<file path="config.mk">
export PLATFORM = sky130hd
export DESIGN_NAME = kcpsmx_scratch_dma
export DESIGN_NICKNAME = d
export VERILOG_FILES = /design/src/rtl/kcpsmx_scratch_dma.sv
export SDC_FILE = /design/constraint.sdc
export NUM_CORES = 1
export LEC_CHECK = 0
export ABC_AREA = 1
export CAP_MARGIN = 20
export CORE_UTILIZATION = 52
export DETAILED_ROUTE_END_ITERATION = 8
export GPL_ROUTABILITY_DRIVEN = 0
export GPL_TIMING_DRIVEN = 0
export PLACE_DENSITY = 0.81
export RECOVER_POWER = 25
export SLEW_MARGIN = 10
export SYNTH_ARGS = -nofsm -noshare
export SYNTH_HDL_FRONTEND = slang
export SYNTH_SLANG_ARGS = --single-unit
</file>
<file path="constraint.sdc">
create_clock -name clk -period 2 [get_ports clk]
set_input_delay 0.4 -clock clk [delete_from_list [all_inputs] [get_ports clk]]
set_output_delay 0.4 -clock clk [all_outputs]
set_load 0.05 [all_outputs]
</file>
<file path="src/rtl/kcpsmx_scratch_dma.sv">
// kcpsmx_scratch_dma: block COPY/FILL/SUM engine driving the KCPSMX scratchpad port.
module kcpsmx_scratch_dma #(
    parameter int SCRATCH_DEPTH = 6,
    parameter int SCRATCH_WIDTH = 8
) (
    input  logic                     clk,
    input  logic                     reset,
    input  logic                     cmd_valid,
    output logic                     cmd_ready,
    input  logic [1:0]               cmd_op,
    input  logic [SCRATCH_DEPTH-1:0] cmd_src,
    input  logic [SCRATCH_DEPTH-1:0] cmd_dst,
    input  logic [SCRATCH_DEPTH:0]   cmd_len,
    input  logic [SCRATCH_WIDTH-1:0] cmd_data,
    input  logic                     abort,
    output logic                     busy,
    output logic                     done,
    output logic                     err,
    output logic [SCRATCH_WIDTH-1:0] result,
    output logic [SCRATCH_DEPTH-1:0] sp_address,
    output logic                     sp_write_enable,
    output logic [SCRATCH_WIDTH-1:0] sp_data_in,
    input  logic [SCRATCH_WIDTH-1:0] sp_data_out
);
    typedef enum logic [2:0] {IDLE, CP_RD, CP_WR, FILL, SUM, DONE} state_t;
    localparam logic [SCRATCH_DEPTH:0]   MAX_LEN = (SCRATCH_DEPTH+1)'(2**SCRATCH_DEPTH);
    localparam logic [SCRATCH_DEPTH:0]   ONE_LEN = (SCRATCH_DEPTH+1)'(1);
    localparam logic [SCRATCH_DEPTH-1:0] ONE_PTR = SCRATCH_DEPTH'(1);
    state_t                     r_state, w_next;
    logic [SCRATCH_DEPTH-1:0]   r_src, r_dst, r_addr;
    logic [SCRATCH_DEPTH:0]     r_rem;
    logic [SCRATCH_WIDTH-1:0]   r_data, r_hold, r_result, r_wdata;
    logic                       r_err;
    logic                       w_accept, w_bad, w_last;
    assign w_accept        = cmd_valid && r_state == IDLE;
    assign w_bad           = cmd_op == 2'b11 || cmd_len > MAX_LEN;
    assign w_last          = r_rem == ONE_LEN;
    assign cmd_ready       = r_state == IDLE;
    assign busy            = r_state != IDLE && r_state != DONE;
    assign done            = r_state == DONE;
    assign err             = done && r_err;
    assign result          = r_result;
    assign sp_write_enable = r_state == CP_WR || r_state == FILL;
    // Outside of an access the port keeps presenting whatever it drove last.
    assign sp_address      = (r_state == CP_RD || r_state == SUM) ? r_src :
                             sp_write_enable ? r_dst : r_addr;
    assign sp_data_in      = r_state == CP_WR ? r_hold : r_state == FILL ? r_data : r_wdata;
    always_comb begin
        w_next = r_state;
        case (r_state)
            IDLE:      if (w_accept)
                           w_next = (w_bad || cmd_len == '0) ? DONE :
                                    cmd_op == 2'b00 ? CP_RD : cmd_op == 2'b01 ? FILL : SUM;
            CP_RD:     w_next = abort ? DONE : CP_WR;
            CP_WR:     w_next = (abort || w_last) ? DONE : CP_RD;
            FILL, SUM: w_next = (abort || w_last) ? DONE : r_state;
            default:   w_next = IDLE;
        endcase
    end
    always_ff @(posedge clk or negedge reset) begin
        if (!reset) begin
            r_state  <= IDLE;
            r_src    <= '0;
            r_dst    <= '0;
            r_addr   <= '0;
            r_rem    <= '0;
            r_data   <= '0;
            r_hold   <= '0;
            r_result <= '0;
            r_wdata  <= '0;
            r_err    <= 1'b0;
        end else begin
            r_state <= w_next;
            r_addr  <= sp_address;
            r_wdata <= sp_data_in;
            if (w_accept) begin
                r_src    <= cmd_src;
                r_dst    <= cmd_dst;
                r_rem    <= cmd_len;
                r_data   <= cmd_data;
                r_result <= '0;
                r_err    <= w_bad;
            end
            if (busy && abort) r_err <= 1'b1;
            if (r_state == CP_RD) r_hold <= sp_data_out;
            if (sp_write_enable) r_dst <= r_dst + ONE_PTR;
            if (r_state == CP_WR || r_state == SUM) r_src <= r_src + ONE_PTR;
            if (r_state == CP_WR || r_state == FILL || r_state == SUM) r_rem <= r_rem - ONE_LEN;
            if (r_state == SUM) r_result <= r_result + sp_data_out;
        end
    end
endmodule

</file>
Word level (Yosys, flattened, before mapping)

Index checks and enable logic that the tools add are counted.

Bits in registers: 61
Word-level logic and storage cells: 70
Output and inout port bits: 27
Input bits: 41

Order comparisons: 1
Equality and inequality tests: 11
Reduce and logical (&&, ||, !) cells: 22
Mux-type cells: 22
$add $sub $neg: 4

Operators with widths:

| operator                                                               | number |
|---|---|
| 6-bit two-way mux                                                      | 6 |
| 8-bit two-way mux                                                      | 4 |
| 3-bit two-way mux                                                      | 7 |
| 7-bit two-way mux                                                      | 2 |
| 6-bit by 1-bit adder with 6-bit output (second input constant)         | 2 |
| 3-bit one-hot mux with 4 select lines                                  | 1 |
| 2-bit nonzero test                                                     | 5 |
| 8-bit adder                                                            | 1 |
| 7-bit by 1-bit equality test with 1-bit output (second input constant) | 1 |
| 7-bit greater-than comparator (second input constant)                  | 1 |
| 7-bit zero test                                                        | 1 |
| 1-bit logical OR                                                       | 7 |
| 7-bit by 1-bit subtractor with 7-bit output (second input constant)    | 1 |
| 3-bit by 2-bit equality test with 1-bit output (second input constant) | 2 |
| 3-bit equality test (second input constant)                            | 2 |
| 1-bit logical AND                                                      | 4 |
| 3-bit by 1-bit equality test with 1-bit output (second input constant) | 1 |
| 3-bit zero test                                                        | 1 |
| 3-bit != test (second input constant)                                  | 1 |
| 3-bit nonzero test                                                     | 1 |
| 2-bit by 1-bit equality test with 1-bit output (second input constant) | 1 |
| 2-bit equality test (second input constant)                            | 1 |
| 2-bit zero test                                                        | 1 |
| 1-bit two-way mux                                                      | 2 |
| other kinds (4)                                                        | 4 |

Depth between registers and ports, before layout

Gate-level depths: netlist of run 1.

Depth in word-level cells: 6
Depth in mapped cells: 9
Gate-level depth less buffers: 9

Worst setup path before layout of run 1

Ideal clock, no wire load.

Kind: reg-to-output
From: reg r_state[2]
To: out sp_address[1]
Required time: 1.600 ns
Buffers on the path: 2
Cell stages (with the launch flop): 6
Data arrival time: 1.991 ns
Slack: -0.391 ns
Path through: dfrtp_1 buf_6 nor2_8 buf_2 nand2_1 a31oi_1

Word-level cells in the longest chain between the ends: 4
Elaborated cells on any way between the ends: 8
Those cells by class: eq/ne: 4; mux: 2; reduce/logical: 2

Ends and longest elaborated chain:

| element                                        | RTL line | text |
|---|---|---|
| from (decl)                                    | 29       | `state_t r_state, w_next;` |
| from (signal assigned)                         | 73       | `r_state <= w_next;` |
| 3-bit by 2-bit equality test with 1-bit output | 43       | `assign sp_write_enable = r_state == CP_WR \|\| r_state == FILL;` |
| 1-bit logical OR *                             | 43       |  |
| named net sp_write_enable                      | 21       | `output logic sp_write_enable,` |
| 6-bit two-way mux *                            | 46       | `sp_write_enable ? r_dst : r_addr;` |
| 6-bit two-way mux *                            | 45       | `assign sp_address = (r_state == CP_RD \|\| r_state == SUM) ? r_src :` |
| to (decl)                                      | 20       | `output logic [SCRATCH_DEPTH-1:0] sp_address,` |

The timed path passes the listed nets; every way through them passes the cells marked *.

Worst setup path after layout of run 1

From: reg r_state[1]
To: out sp_address[0]

Word-level cells in the longest chain between the ends: 4
Elaborated cells on any way between the ends: 8
Those cells by class: eq/ne: 4; mux: 2; reduce/logical: 2

Ends and longest elaborated chain:

| element                                        | RTL line |
|---|---|
| 3-bit by 2-bit equality test with 1-bit output | 43 |
| 1-bit logical OR                               | 43 |
| 6-bit two-way mux                              | 46 |
| 6-bit two-way mux *                            | 45 |

Mark *: on every way between the ends. The rest lies on a longest branch, timed or not.

==> results of run 1 <==
how the worst max path moves through the flow:
stage | start | slack (ns) | end | cells after the start
6_report | r_state[1]$_DFFE_PN0P_ | -0.23 | sp_address[0] | 10
5_1_grt | r_state[1]$_DFFE_PN0P_ | -0.29 | sp_address[0] | 10
4_1_cts | r_state[1]$_DFFE_PN0P_ | -0.16 | sp_address[1] | 7
3_5_place_dp | r_state[1]$_DFFE_PN0P_ | -0.67 | sp_address[0] | 9
3_3_place_gp | reset | -1.48 | result[7]$_DFFE_PN0P_ | 1
2_1_floorplan | r_state[1]$_DFFE_PN0P_ | -0.21 | sp_address[0] | 8
per-layer routing:
| metal | track usage [%] | wire (um) | share of wire, % | vias to the layer above |
|---|---|---|---|---|
| met5 | 0 | 0 | 0 | - |
| met4 | 15.5 | 359 | 3.4 | 0 |
| met3 | 7.03 | 719 | 6.8 | 37 |
| met2 | 53.1 | 5330 | 50 | 195 |
| met1 | 36.9 | 4150 | 39 | 1661 |
| li1 | - | - | - | 1599 |
state kept, by name, summed over array words and instances (netlist names):
register,flops
r_rem,7
result,8
r_src,6
r_addr,6
r_hold,8
r_wdata,8
r_err,1
r_data,8
r_dst,6
r_state,3
power by group:
group | internal [mW] | total [mW] | switching, mW
clock network | 0.727 | 1.25 | 0.520
logic | 2.61 | 6.79 | 4.18
registers | 1.85 | 2.29 | 0.440
total | 5.18 | 10.3 | 5.14
cells by family after synthesis:
group | Yosys count | synth area share, %
xor+xnor | 7 | 1.81
buf+inv | 48 | 6.39
compound gates | 71 | 12.6
simple gates | 217 | 29.5
fa+ha+maj | 12 | 4.65
flops | 61 | 45.1
cell type report:
type	count	area [um^2]
inverters	39	161
repair buffers	102	1030
clock buffers	11	141
clock inverters	4	72.6
well taps	77	96.3
plain buffers	9	100
fillers	384	1390
flip-flops and latches	61	1530
multi-input cells	307	1800
what timing repair did:
| action | 4_1_cts | 5_1_grt |
|---|---|---|
| endpoints found under the setup margin | 20 | 20 |
| pin swaps | 9 | 13 |
| cloned | 1 | 2 |
| buffers inserted | 25 | 10 |
| gates resized for setup | 163 | 29 |
critical path: cells and delay by family (launching register included):
family / cells / cell delay [ns]
buffers and inverters: 6 / 0.62
flip-flops: 1 / 0.41
AND/OR/NAND/NOR: 2 / 0.22
AO/OA/AOI/OAI: 2 / 0.22
per-stage QoR:
stage | utilization (%) | hold slack, ns | total power, mW
floorplan | - | 0.104 | 6.09
global placement | 66.0 | 0.460 | 7.44
detailed placement | 66.0 | 0.466 | 7.58
CTS | 75.5 | 0.166 | 9.53
global route | 78.1 | 0.505 | 10.9
finish | 78.1 | 0.420 | 10.3
cell usage after synthesis, types with 2 or more instances:
master / n / share of area [%]
nor2_2: 2 / 0.37
nand2_1: 137 / 15
inv_1: 31 / 3.4
a21oi_1: 18 / 2.7
inv_2: 6 / 0.66
nand2_4: 3 / 1.0
o21ai_0: 15 / 2.2
a22oi_1: 4 / 0.89
dfrtp_1: 61 / 45
xor2_1: 6 / 1.6
o21ai_1: 10 / 1.5
buf_6: 3 / 1.0
nand3_1: 23 / 3.4
nor2_8: 4 / 2.4
nand4_1: 8 / 1.5
inv_4: 2 / 0.37
nor3_1: 4 / 0.59
nor2_1: 28 / 3.1
o22ai_1: 4 / 0.74
a31oi_1: 6 / 1.1
o211ai_1: 7 / 1.6
ha_1: 11 / 4.1
a22o_1: 2 / 0.52
buf_2: 4 / 0.59
nand2_2: 4 / 0.74
==> run_results.csv, run 1 <==
group,metric,value,unit
yosys,ys_warn_count,0,
worst_setup_path,worstReg2RegEnd,"r_dst[0]$_DFFE_PN0P_",
outcome,violations,"max-capacitance violations, max-slew violations, negative setup slack",
yosys,syn_area_per_cell,8.14,um^2
floorplanning,core_area,6310,um^2
global_route,grt_pass1_vias,3265,
placed_design,numPortBuffers,67,
global_route,grt_usage,31.2,%
worst_setup_path,reg2reg_slack,0.15,ns
detailed_routing,ant_nets,0,
layout,diodes,0,
job,cap_violations,1,
placed_design,dp_hpwl,5.90,mm
placed_design,place_inst,560,
layout,layout_commonest_cell,"nand2_1",
yosys,async_reset_ff_share,100,%
worst_setup_path,path_cells,"inv_4, buf_12, nor2_8, inv_4, buf_6, nor2_4, inv_2, o211ai_1, o21ai_2, buf_6",
yosys,syn_area,3390,um^2
power_and_ir_drop,p_leak,2.44,nW
worst_setup_path,crit_path_start_kind,"flop",
layout,fin_area,4930,um^2
worst_setup_path,reg2reg_depth,13,
timing,setup_viol,14,
clocking,cts_tree,"built",
yosys,ys_seq_elements,61,
floorplanning,die_w,82.7,um
min_path,hold_class,"in2async",
global_route,grt_max_degree,62,
detailed_routing,routedWlPerCell,17.3,um
detailed_routing,num_vias,3492,
power_and_ir_drop,ir_drop,2010,uV
floorplanning,die_area,6840,um^2
timing,layout_setup_ws,-0.233,ns
detailed_routing,drtPass1Iterations,5,
timing,fmax,448,MHz
clocking,h-tree-depth,3,
timing,tightest_slew,1.55,ns
timing,min_period_over_period,112,%
layout,fin_nets,582,
layout,fin_cells,610,
clocking,root_buffer,"clkbuf_8",
yosys,synthesis.nets,469,
clocking,clockBufferDepth,2,
placed_design,preCtsSetupSlack,-0.669,ns
detailed_routing,vias_per_cell,5.72,
timing,rsz0062_at_grt,"yes",
global_route,grt_pass1_wl,15.4,mm
timing,period_minus_slack,2.23,ns
worst_setup_path,endpoint_kind,"output port",
clocking,path_clk_slew,0.07,ns
timing,finalHoldViolCount,0,
worst_setup_path,crit_path_top_delay_cell,"dfrtp_1",
floorplanning,die_h,82.7,um
layout,drive_above_1_share,25.0,%
yosys,synth.distinct_cells,38,
yosys,synth_edf_count,0,
layout,layout_common_cells,"nand2_1, dfrtp_1, clkdlybuf4s50_1, inv_1, nor2_1",
power_and_ir_drop,pwr_density_cell,2090,nW/um^2
worst_setup_path,required,1.60,ns
detailed_routing,drc,0,
floorplanning,start_util,53.7,%
yosys,syn_inst,416,
worst_setup_path,path_max_fanout,5,
worst_setup_path,path_class,"reg2out",
floorplanning,rows,29,
detailed_routing,drt_iter0_drc,289,
clocking,cts_hold_buffers,0,
yosys,seq_area_frac_synth,45.1,%
global_route,antenna_found_initial,0,
clocking,cts_sinks,61,
clocking,cts_buffers,9,
worst_setup_path,r2r-start,"r_state[1]$_DFFE_PN0P_",
clocking,clk_latency,0.36,ns
timing,finalClockSkew,0.00936,ns
timing,tns,-2.29,ns
layout,area_delta_synth_final,45.5,%
placed_design,placed_area,4170,um^2
worst_setup_path,critPathMaxStageDelay,0.41,ns
timing,maxSlewViolCount,62,
yosys,synthFlopType,"dfrtp_1",
global_route,grt-ovfl-total,0,
detailed_routing,routed_wl,10.6,mm
floorplanning,ios,68,
worst_setup_path,critPathArrivalTime,1.83,ns
timing,maxSlewHeadroom,-3.41,%
outcome,status,"finished, violations left",
No activity file was read; power rests on OpenSTA's default activity.
==> inputs of run 2 (changes only) <==
- CORE_UTILIZATION: 52 -> 25
- PLACE_DENSITY: 0.81 -> unset
==> run 2 against run 1 <==
The run ends with design-rule violations, max-capacitance violations, max-slew violations, negative setup slack left. Global-route usage decreased by 17 points. Sequential power decreased by 2%. Design area is 1.8% higher. Clock power increased by 23%. Critical path depth down 3. Count of clock-buffer cells in the layout fell by 1. Setup slack better by 0.11 ns.
==> run_results.csv, run 2 (same netlist as run 1, synthesis figures left out) <==
group,metric,value,unit
outcome,status,"finished, violations left",
outcome,violations,"design-rule violations, max-capacitance violations, max-slew violations, negative setup slack",
job,cap_violations,1,
layout,multi_input_area,1750,um^2
worst_setup_path,path_class,"reg2out",
clocking,cts_hold_buffers,0,
clocking,clockBufferDepth,2,
timing,hold_ws,0.458,ns
layout,diodes,0,
power_and_ir_drop,power,10.2,mW
power_and_ir_drop,ir_drop,693,uV
layout,drive_above_1_share,23.6,%
floorplanning,rows,42,
placed_design,numPortBuffers,67,
worst_setup_path,endpoint_kind,"output port",
timing,min_period_over_period,106,%
timing,maxSlewViolCount,62,
layout,fin_nets,582,
worst_setup_path,crit_path_start_kind,"flop",
layout,fin_area,5020,um^2
global_route,grt_pass1_vias,3297,
floorplanning,die_h,118,um
clocking,cts_sinks,61,
clocking,h-tree-depth,3,
timing,layout_setup_ws,-0.125,ns
worst_setup_path,critPathArrivalTime,1.73,ns
detailed_routing,ant_nets,0,
floorplanning,die_area,14000,um^2
timing,tns,-1.32,ns
worst_setup_path,reg2reg_slack,0.09,ns
layout,layout_common_cells,"nand2_1, dfrtp_1, clkdlybuf4s50_1, buf_4, inv_1",
global_route,grt-ovfl-total,0,
timing,tightest_slew,1.56,ns
worst_setup_path,path_max_fanout,10,
clocking,clk_latency,0.33,ns
detailed_routing,num_vias,3195,
clocking,cts_buffers,9,
power_and_ir_drop,pwr_density_cell,2030,nW/um^2
clocking,root_buffer,"clkbuf_16",
floorplanning,core_area,13200,um^2
global_route,grt_usage,14.3,%
global_route,grt_max_degree,62,
layout,area_delta_synth_final,48.1,%
timing,finalClockSkew,0.00607,ns
detailed_routing,vias_per_cell,4.50,
power_and_ir_drop,p_leak,2.42,nW
min_path,hold_class,"in2async",
global_route,antenna_found_initial,0,
global_route,grt_pass1_wl,15.8,mm
detailed_routing,drc,1,
detailed_routing,routedWlPerCell,13.2,um
timing,setup_viol,14,
layout,regArea,1530,um^2
worst_setup_path,critPathMaxStageDelay,0.39,ns
floorplanning,ios,68,
timing,fmax,471,MHz
timing,period_minus_slack,2.13,ns
placed_design,place_inst,659,
detailed_routing,routed_wl,9.40,mm
clocking,path_clk_slew,0.05,ns
layout,fin_cells,710,
timing,finalHoldViolCount,0,
placed_design,placed_area,4290,um^2
floorplanning,start_util,25.6,%
worst_setup_path,path_cells,"inv_4, buf_12, nor2_8, buf_4, nand2_1, a31oi_2, buf_6",
detailed_routing,drt_iter0_drc,118,
layout,final_util,37.9,%
timing,maxSlewHeadroom,-4.19,%
placed_design,preCtsSetupSlack,-0.690,ns
worst_setup_path,required,1.60,ns
clocking,cts_tree,"built",
timing,rsz0062_at_grt,"yes",
layout,layout_commonest_cell,"nand2_1",
worst_setup_path,crit_path_top_delay_cell,"dfrtp_1",
placed_design,dp_hpwl,6.72,mm
layout,fill_cells,1351,
floorplanning,die_w,118,um
detailed_routing,drtPass1Iterations,6,
-- run 2: cell count changes in the layout (fill, tap and decap cells not counted), moves of 2 or more --
cell        change
buf_4           +5
buf_6           +7
buf_8          -10
clkbuf_16       +9
clkbuf_8        -8
clkinvlp_4      +2
nand2_1         +5
nand2_2         -6
nand3_1         +4
nand3_2         -3
-- run 2: final timing paths --
kind	to	from	cells after the start
worst max-delay path	sp_address[1]	r_state[1]$_DFFE_PN0P_	7
worst min-delay path	r_rem[1]$_DFFE_PN0P_	reset	1
min in group clk	r_hold[2]$_DFFE_PN0N_	r_hold[2]$_DFFE_PN0N_	2
worst max register to register	r_dst[0]$_DFFE_PN0P_	r_state[1]$_DFFE_PN0P_	14
worst min register to register	r_hold[2]$_DFFE_PN0N_	r_hold[2]$_DFFE_PN0N_	2
max in group asynchronous	result[5]$_DFFE_PN0P_	reset	1
-- run 2: power by group --
group	internal, mW	switching, mW
Clock	0.992	0.548
Sequential	1.85	0.389
Combinational	2.47	3.94
Total	5.31	4.88
-- run 2: routing by layer --
metal | GRT usage [%] | share of wire, %
met1 | 16.8 | 45
met2 | 23.7 | 48
met3 | 5.45 | 5.0
met4 | 5.22 | 1.9
met5 | 0 | 0
-- run 2: what timing repair did --
item | 4_1_cts | 5_1_grt
pin swaps | 11 | 4
hold endpoints to repair | 0 | 0
gates resized for setup | 156 | 12
buffers inserted | 23 | 11
cloned | 1 | 1
endpoints found under the setup margin | 20 | 20
-- run 2: area by class of cell --
| class | count | area share (%) |
|---|---|---|
| Multi-Input combinational cell | 307 | 34.9 |
| Sequential cell | 61 | 30.4 |
| Timing Repair Buffer | 102 | 19.2 |
| Clock buffer | 10 | 4.76 |
| Tap cell | 176 | 4.39 |
| Inverter | 39 | 3.22 |
| Buffer | 9 | 1.82 |
| Clock inverter | 6 | 1.25 |
-- run 2: worst max-delay path, delay by kind of cell (launching register included) --
kind | cells | cell delay [ns]
AO/OA/AOI/OAI | 1 | 0.24
buffers and inverters | 4 | 0.58
flip-flops | 1 | 0.39
AND/OR/NAND/NOR | 2 | 0.19
==> inputs of run 3 (changes only) <==
- CELL_PAD_IN_SITES_DETAIL_PLACEMENT: unset -> 0
- CELL_PAD_IN_SITES_GLOBAL_PLACEMENT: unset -> 1
- PLACE_DENSITY_LB_ADDON: unset -> 0.1
- SETUP_SLACK_MARGIN: unset -> 0.05
==> run 3 against run 2 <==
The flow finishes with violations (negative setup slack). Die area did not move. Total power rose by 6.0%. Utilization rose by 1.7 points. Cell count fell by 0.56%. Clock power rose by 16%. Count of clock-buffer cells in the layout did not move. Hold slack got worse by 0.28 ns. Critical path type unchanged. Largest power group unchanged.
==> run_results.csv, run 3 (same netlist as run 1, synthesis figures left out) <==
group,metric,value,unit
timing,tns,-1.09,ns
job,cap_violations,0,
detailed_routing,num_vias,3198,
layout,layout_common_cells,"nand2_1, dfrtp_1, clkdlybuf4s50_1, inv_1",
clocking,clockBufferDepth,2,
clocking,path_clk_slew,0.05,ns
placed_design,dp_hpwl,7.19,mm
worst_setup_path,crit_path_end,"sp_address[0]",
placed_design,numPortBuffers,67,
power_and_ir_drop,p_leak,2.57,nW
layout,layout_commonest_cell,"nand2_1",
min_path,hold_class,"in2async",
floorplanning,ios,68,
layout,fin_nets,578,
layout,area_delta_synth_final,54.9,%
timing,finalHoldViolCount,0,
global_route,antenna_found_initial,0,
timing,period_minus_slack,2.13,ns
detailed_routing,routedWlPerCell,14.0,um
worst_setup_path,worstReg2RegEnd,"r_src[5]$_DFFE_PN0P_",
worst_setup_path,reg2reg_slack,0.30,ns
floorplanning,die_w,118,um
clocking,cts_buffers,9,
detailed_routing,drc,0,
global_route,grt_pass1_wl,16.2,mm
floorplanning,start_util,25.6,%
timing,hold_ws,0.174,ns
outcome,status,"finished, violations left",
timing,setup_viol,14,
worst_setup_path,required,1.60,ns
worst_setup_path,path_max_fanout,5,
global_route,grt_usage,14.9,%
layout,multi_input_area,1850,um^2
worst_setup_path,critPathArrivalTime,1.73,ns
layout,regArea,1530,um^2
clocking,cts_tree,"built",
detailed_routing,routed_wl,9.87,mm
clocking,cts_hold_buffers,0,
worst_setup_path,endpoint_kind,"output port",
global_route,grt_max_degree,32,
clocking,cts_sinks,61,
global_route,grt_pass1_vias,3160,
power_and_ir_drop,ir_drop,749,uV
worst_setup_path,reg2reg_depth,9,
floorplanning,rows,42,
layout,fill_cells,1377,
detailed_routing,ant_nets,0,
timing,finalClockSkew,0.00625,ns
layout,fin_cells,706,
worst_setup_path,path_class,"reg2out",
power_and_ir_drop,power,10.8,mW
layout,diodes,0,
outcome,violations,"negative setup slack",
power_and_ir_drop,pwr_density_cell,2060,nW/um^2
worst_setup_path,crit_start,"r_state[1]$_DFFE_PN0P_",
worst_setup_path,crit_path_start_kind,"flop",
layout,drive_above_1_share,25.8,%
placed_design,place_inst,660,
floorplanning,die_h,118,um
clocking,clk_latency,0.33,ns
worst_setup_path,r2r-start,"r_state[1]$_DFFE_PN0P_",
detailed_routing,drtPass1Iterations,4,
layout,final_util,39.6,%
clocking,root_buffer,"clkbuf_16",
timing,layout_setup_ws,-0.131,ns
timing,rsz0062_at_grt,"yes",
timing,maxSlewViolCount,0,
clocking,h-tree-depth,3,
floorplanning,die_area,14000,um^2
timing,min_period_over_period,107,%
global_route,grt-ovfl-total,0,
detailed_routing,vias_per_cell,4.53,
timing,maxSlewHeadroom,43.3,%
timing,fmax,469,MHz
floorplanning,core_area,13200,um^2
timing,tightest_slew,0.851,ns
detailed_routing,drt_iter0_drc,132,
## run 3: cell types whose count changed in the layout (fill, tap and decap cells not counted), moves of 4 or more
cell | before | now
buf_2 | 7 | 2
nand2_2 | 6 | 14
buf_12 | 1 | 5
nand3_1 | 21 | 17
nand2_1 | 133 | 123
buf_8 | 1 | 11
buf_4 | 31 | 25
clkdlybuf4s50_1 | 45 | 39
buf_6 | 21 | 12
## run 3: area by class of cell
class                   count  area share, %
well taps                 176           4.20
plain buffers               8           1.79
flip-flops and latches     61           29.1
repair buffers             99           20.0
multi-input cells         307           35.3
clock buffers              10           4.36
clock inverters             6           2.12
inverters                  39           3.22
## run 3: repair_timing
item,4_1_cts,5_1_grt
pin swaps,6,8
cloned,0,2
resized for setup,162,61
hold endpoints to repair,0,0
endpoints found under the setup margin,23,22
buffers inserted,20,9
## run 3: worst min-delay path by stage
stage | endpoint | slack (ns) | cells after the start
3_3_place_gp | r_data[2]$_DFFE_PN0P_ | 0.46 | 2
2_1_floorplan | r_addr[0]$_DFF_PN0_ | 0.10 | 0
6_report | r_rem[2]$_DFFE_PN0P_ | 0.17 | 1
5_1_grt | r_rem[2]$_DFFE_PN0P_ | 0.25 | 1
3_5_place_dp | r_rem[2]$_DFFE_PN0P_ | 0.39 | 1
4_1_cts | r_rem[2]$_DFFE_PN0P_ | 0.03 | 1
## run 3: through the flow
| stage | setup slack (ns) | cell area, um^2 |
|---|---|---|
| after CTS | -0.197 | 4950 |
| after global placement | -1.89 | 4290 |
| after detailed placement | -0.744 | 4310 |
| after floorplan | -0.211 | 3400 |
| final | -0.131 | 5250 |
| after global routing | -0.225 | 5250 |
## run 3: critical path, stage by stage (launching register included)
cell	delay, ns
dfrtp_1	0.39
inv_4	0.07
buf_12	0.13
nor2_8	0.11
inv_4	0.07
buf_8	0.13
nor2_4	0.08
inv_2	0.04
o211ai_1	0.10
o21ai_2	0.11
buf_6	0.17
## run 3: per-layer routing
| metal | vias to the layer above | share of wire (%) | global-route usage [%] |
|---|---|---|---|
| met5 | - | 0 | 0 |
| met4 | 0 | 2.1 | 5.62 |
| met3 | 14 | 4.1 | 3.86 |
| met2 | 62 | 48 | 25.0 |
| met1 | 1525 | 46 | 18.3 |
| li1 | 1597 | - | - |
## run 3: report_power, final
group	internal [mW]	leakage [nW]	switching, mW	total, mW
clock	1.22	0.163	0.578	1.79
combinational	2.70	1.66	4.04	6.74
sequential	1.85	0.740	0.417	2.26
total	5.76	2.57	5.04	10.8
==> RTL edit (config.mk and constraints of run 3) <==
Change the parameter `SCRATCH_DEPTH` from 6 to 7.
--- a/src/rtl/kcpsmx_scratch_dma.sv
+++ b/src/rtl/kcpsmx_scratch_dma.sv
@@ -2,3 +2,3 @@
 module kcpsmx_scratch_dma #(
-    parameter int SCRATCH_DEPTH = 6,
+    parameter int SCRATCH_DEPTH = 7,
     parameter int SCRATCH_WIDTH = 8
Ports: changed (resized cmd_dst, cmd_len, cmd_src and sp_address); port bits go from 68 to 72. No check against the original RTL was run, so the function may have changed too.
==> RTL edit against run 3 <==
The run still ends with negative setup slack left. Critical path depth decreased by 1. Die area grew 9.3%. Non-clock buffer count is 1 higher. First-iteration DRC count up 18%. Synthesized area increased by 9.4%. Count of clock-buffer cells in the layout increased by 2. Wire length is 14% higher. Sequential cell count rose by 4. Total power grew 3.5%. Cell area grew 4.0%. Core utilization is 1.9 points lower. Setup slack got worse by 0.088 ns. Critical path type unchanged. Largest power group unchanged.
==> RTL edit: results <==
critical_path:
  arrival_ns: 1.82
  reg2reg_slack_ns: 0.34
  worst-path-max-fanout: 6
  critical_path.reg2reg.startpoint: "r_state[1]$_DFFE_PN0P_"
  crit_path_max_incr_delay_ns: 0.42
  timing.critical_path.max_delay_family: "buffers and inverters"
  category_of_the_critical_setup_timing_path: "flip-flop to output pin"
  worst_reg_to_reg_path_cell_count: 10
place:
  place_hpwl_mm: 7.859
  preCtsSetupSlack_ns: -0.6501
  place_area_um2: 4673
  placement.io_buffers: 71
timing:
  final-setup-viol-count: 15
  fin_hold_ws_ns: 0.1258
  tightest_slew_ns: 1.050
  postLayoutSetupSlackWorst_ns: -0.2195
  fin_skew_ns: 0.004973
power:
  max-vdd-ir-drop_mv: 1.013
  static-leakage-power_uw: 0.002640
  comb_power_share_pct: 63.9
  cellInternalPower_uw: 5713
synthesis:
  netlist_top_cells_count: "sky130_fd_sc_hd__nand2_1 (134), sky130_fd_sc_hd__dfrtp_1 (65), sky130_fd_sc_hd__inv_1 (38)"
  post-synth-top-area-cell: "sky130_fd_sc_hd__dfrtp_1"
  yosys-top-cells-area: "sky130_fd_sc_hd__dfrtp_1 (44%), sky130_fd_sc_hd__nand2_1 (14%), sky130_fd_sc_hd__o21ai_0 (3.9%)"
  area_fraction_in_compound_gates_after_synthesis_pct: 14.68
  synth.yosys.seq_area_share_pct: 43.87
  share_of_synthesized_cell_area_in_full_adder_half_adder_and_majority_cells_pct: 4.252
  synth_nets: 507
  synth.lib_cells_used.distinct: 45
  synth_xor_area_share_pct: 1.654
  synth-main-ff-cell: "sky130_fd_sc_hd__dfrtp_1"
clock_tree:
  clk_root_buffer_cell: "sky130_fd_sc_hd__clkbuf_16"
  clkSlewWorstSetupHoldPaths_ns: 0.06
  ctsHtreeMaxLevel: 3
worst_hold_path:
  hold_path.class: "primary input to asynchronous set/reset pin"
global_routing:
  grt_util_all_layers_pct: 15.82
  grt_antenna_before_repair: 0
  grt_start_max_net_pins: 40
  grt_pass1_wl_mm: 17.76
  overflow: 0
detailed_routing:
  detail_route.iter0.violations: 156
  via_per_inst: 4.528
  drt_pass1_iterations: 5
  wl_per_cell_um: 15.04
job:
  max_cap_viols: 0
status:
  failing_checks: "negative setup slack"
  run_status: "finished, violations left"
final_layout:
  antennaDiodeCount: 0
  drive_gt1_share_pct: 24.82
  nNetsFinal: 616
  n_fill_cell: 1527
[RTL edit: changes by cell type after synthesis, sizes merged, moves of 3 or more]
cell / run 3 / this run
o211ai: 7 / 4
a22oi: 4 / 7
dfrtp: 61 / 65
a21oi: 18 / 15
nor2: 35 / 41
o21ai: 25 / 38
inv: 39 / 50
[RTL edit: layout make-up]
cell class | instances | area [um2] | area share, %
plain buffers | 10 | 108.9 | 1.994
clock buffers | 12 | 256.5 | 4.700
clock inverters | 3 | 40.04 | 0.7336
inverters | 50 | 202.7 | 3.714
multi-input cells | 326 | 2002 | 36.68
flip-flops and latches | 65 | 1628 | 29.83
well taps | 184 | 230.2 | 4.218
repair buffers | 98 | 989.7 | 18.13
[RTL edit: timing repair]
item,CTS,global route
setup buffers,13,12
resized for setup,174,46
setup endpoints to repair,25,22
gates cloned,1,1
pin swaps,5,16
[RTL edit: metrics by stage]
stage	std cells	TNS (ns)	util [%]
global placement	706	-146.15	32.10
detailed placement	707	-9.446	32.28
CTS	736	-2.607	36.18
finish	748	-2.098	37.69
floorplan	451	-1.182	-
global route	748	-3.340	37.69
[RTL edit: per-layer routing]
layer  vias to the layer above  GRT usage, %  share of wire (%)
met5                         -             0                  0
met4                         0         3.840               0.98
met3                        10         4.579                5.2
met2                        77         26.67                 49
met1                      1601         19.74                 45
li1                       1699             -                  -
[RTL edit: cell families (layout without fill, tap and decap cells)]
group / Yosys count / in the layout
xor gates and xnor gates: 7 / 7
DFF: 65 / 65
and+or+nand+nor: 220 / 220
adders and majority gates: 12 / 12
AOI/OAI and AO/OA: 87 / 87
buffers and inverters: 60 / 173
[RTL edit: how the worst max path moves through the flow]
stage | to | slack [ns] | depth (start not counted)
global placement | r_data[6]$_DFFE_PN0P_ | -2.11 | 1
global route | sp_address[6] | -0.29 | 9
floorplan | r_err$_DFFE_PN0P_ | -0.22 | 6
detailed placement | sp_address[4] | -0.65 | 8
CTS | sp_address[4] | -0.25 | 9
finish | sp_address[6] | -0.22 | 9
[RTL edit: power groups by stage]
stage / clock network, uW / logic [uW] / registers (uW)
2_1_floorplan: 0 / 4110 / 2550
3_3_place_gp: 0 / 6010 / 2410
3_5_place_dp: 0 / 6050 / 2410
4_1_cts: 1650 / 6660 / 2410
5_1_grt: 1720 / 7770 / 2520
6_report: 1610 / 7140 / 2430
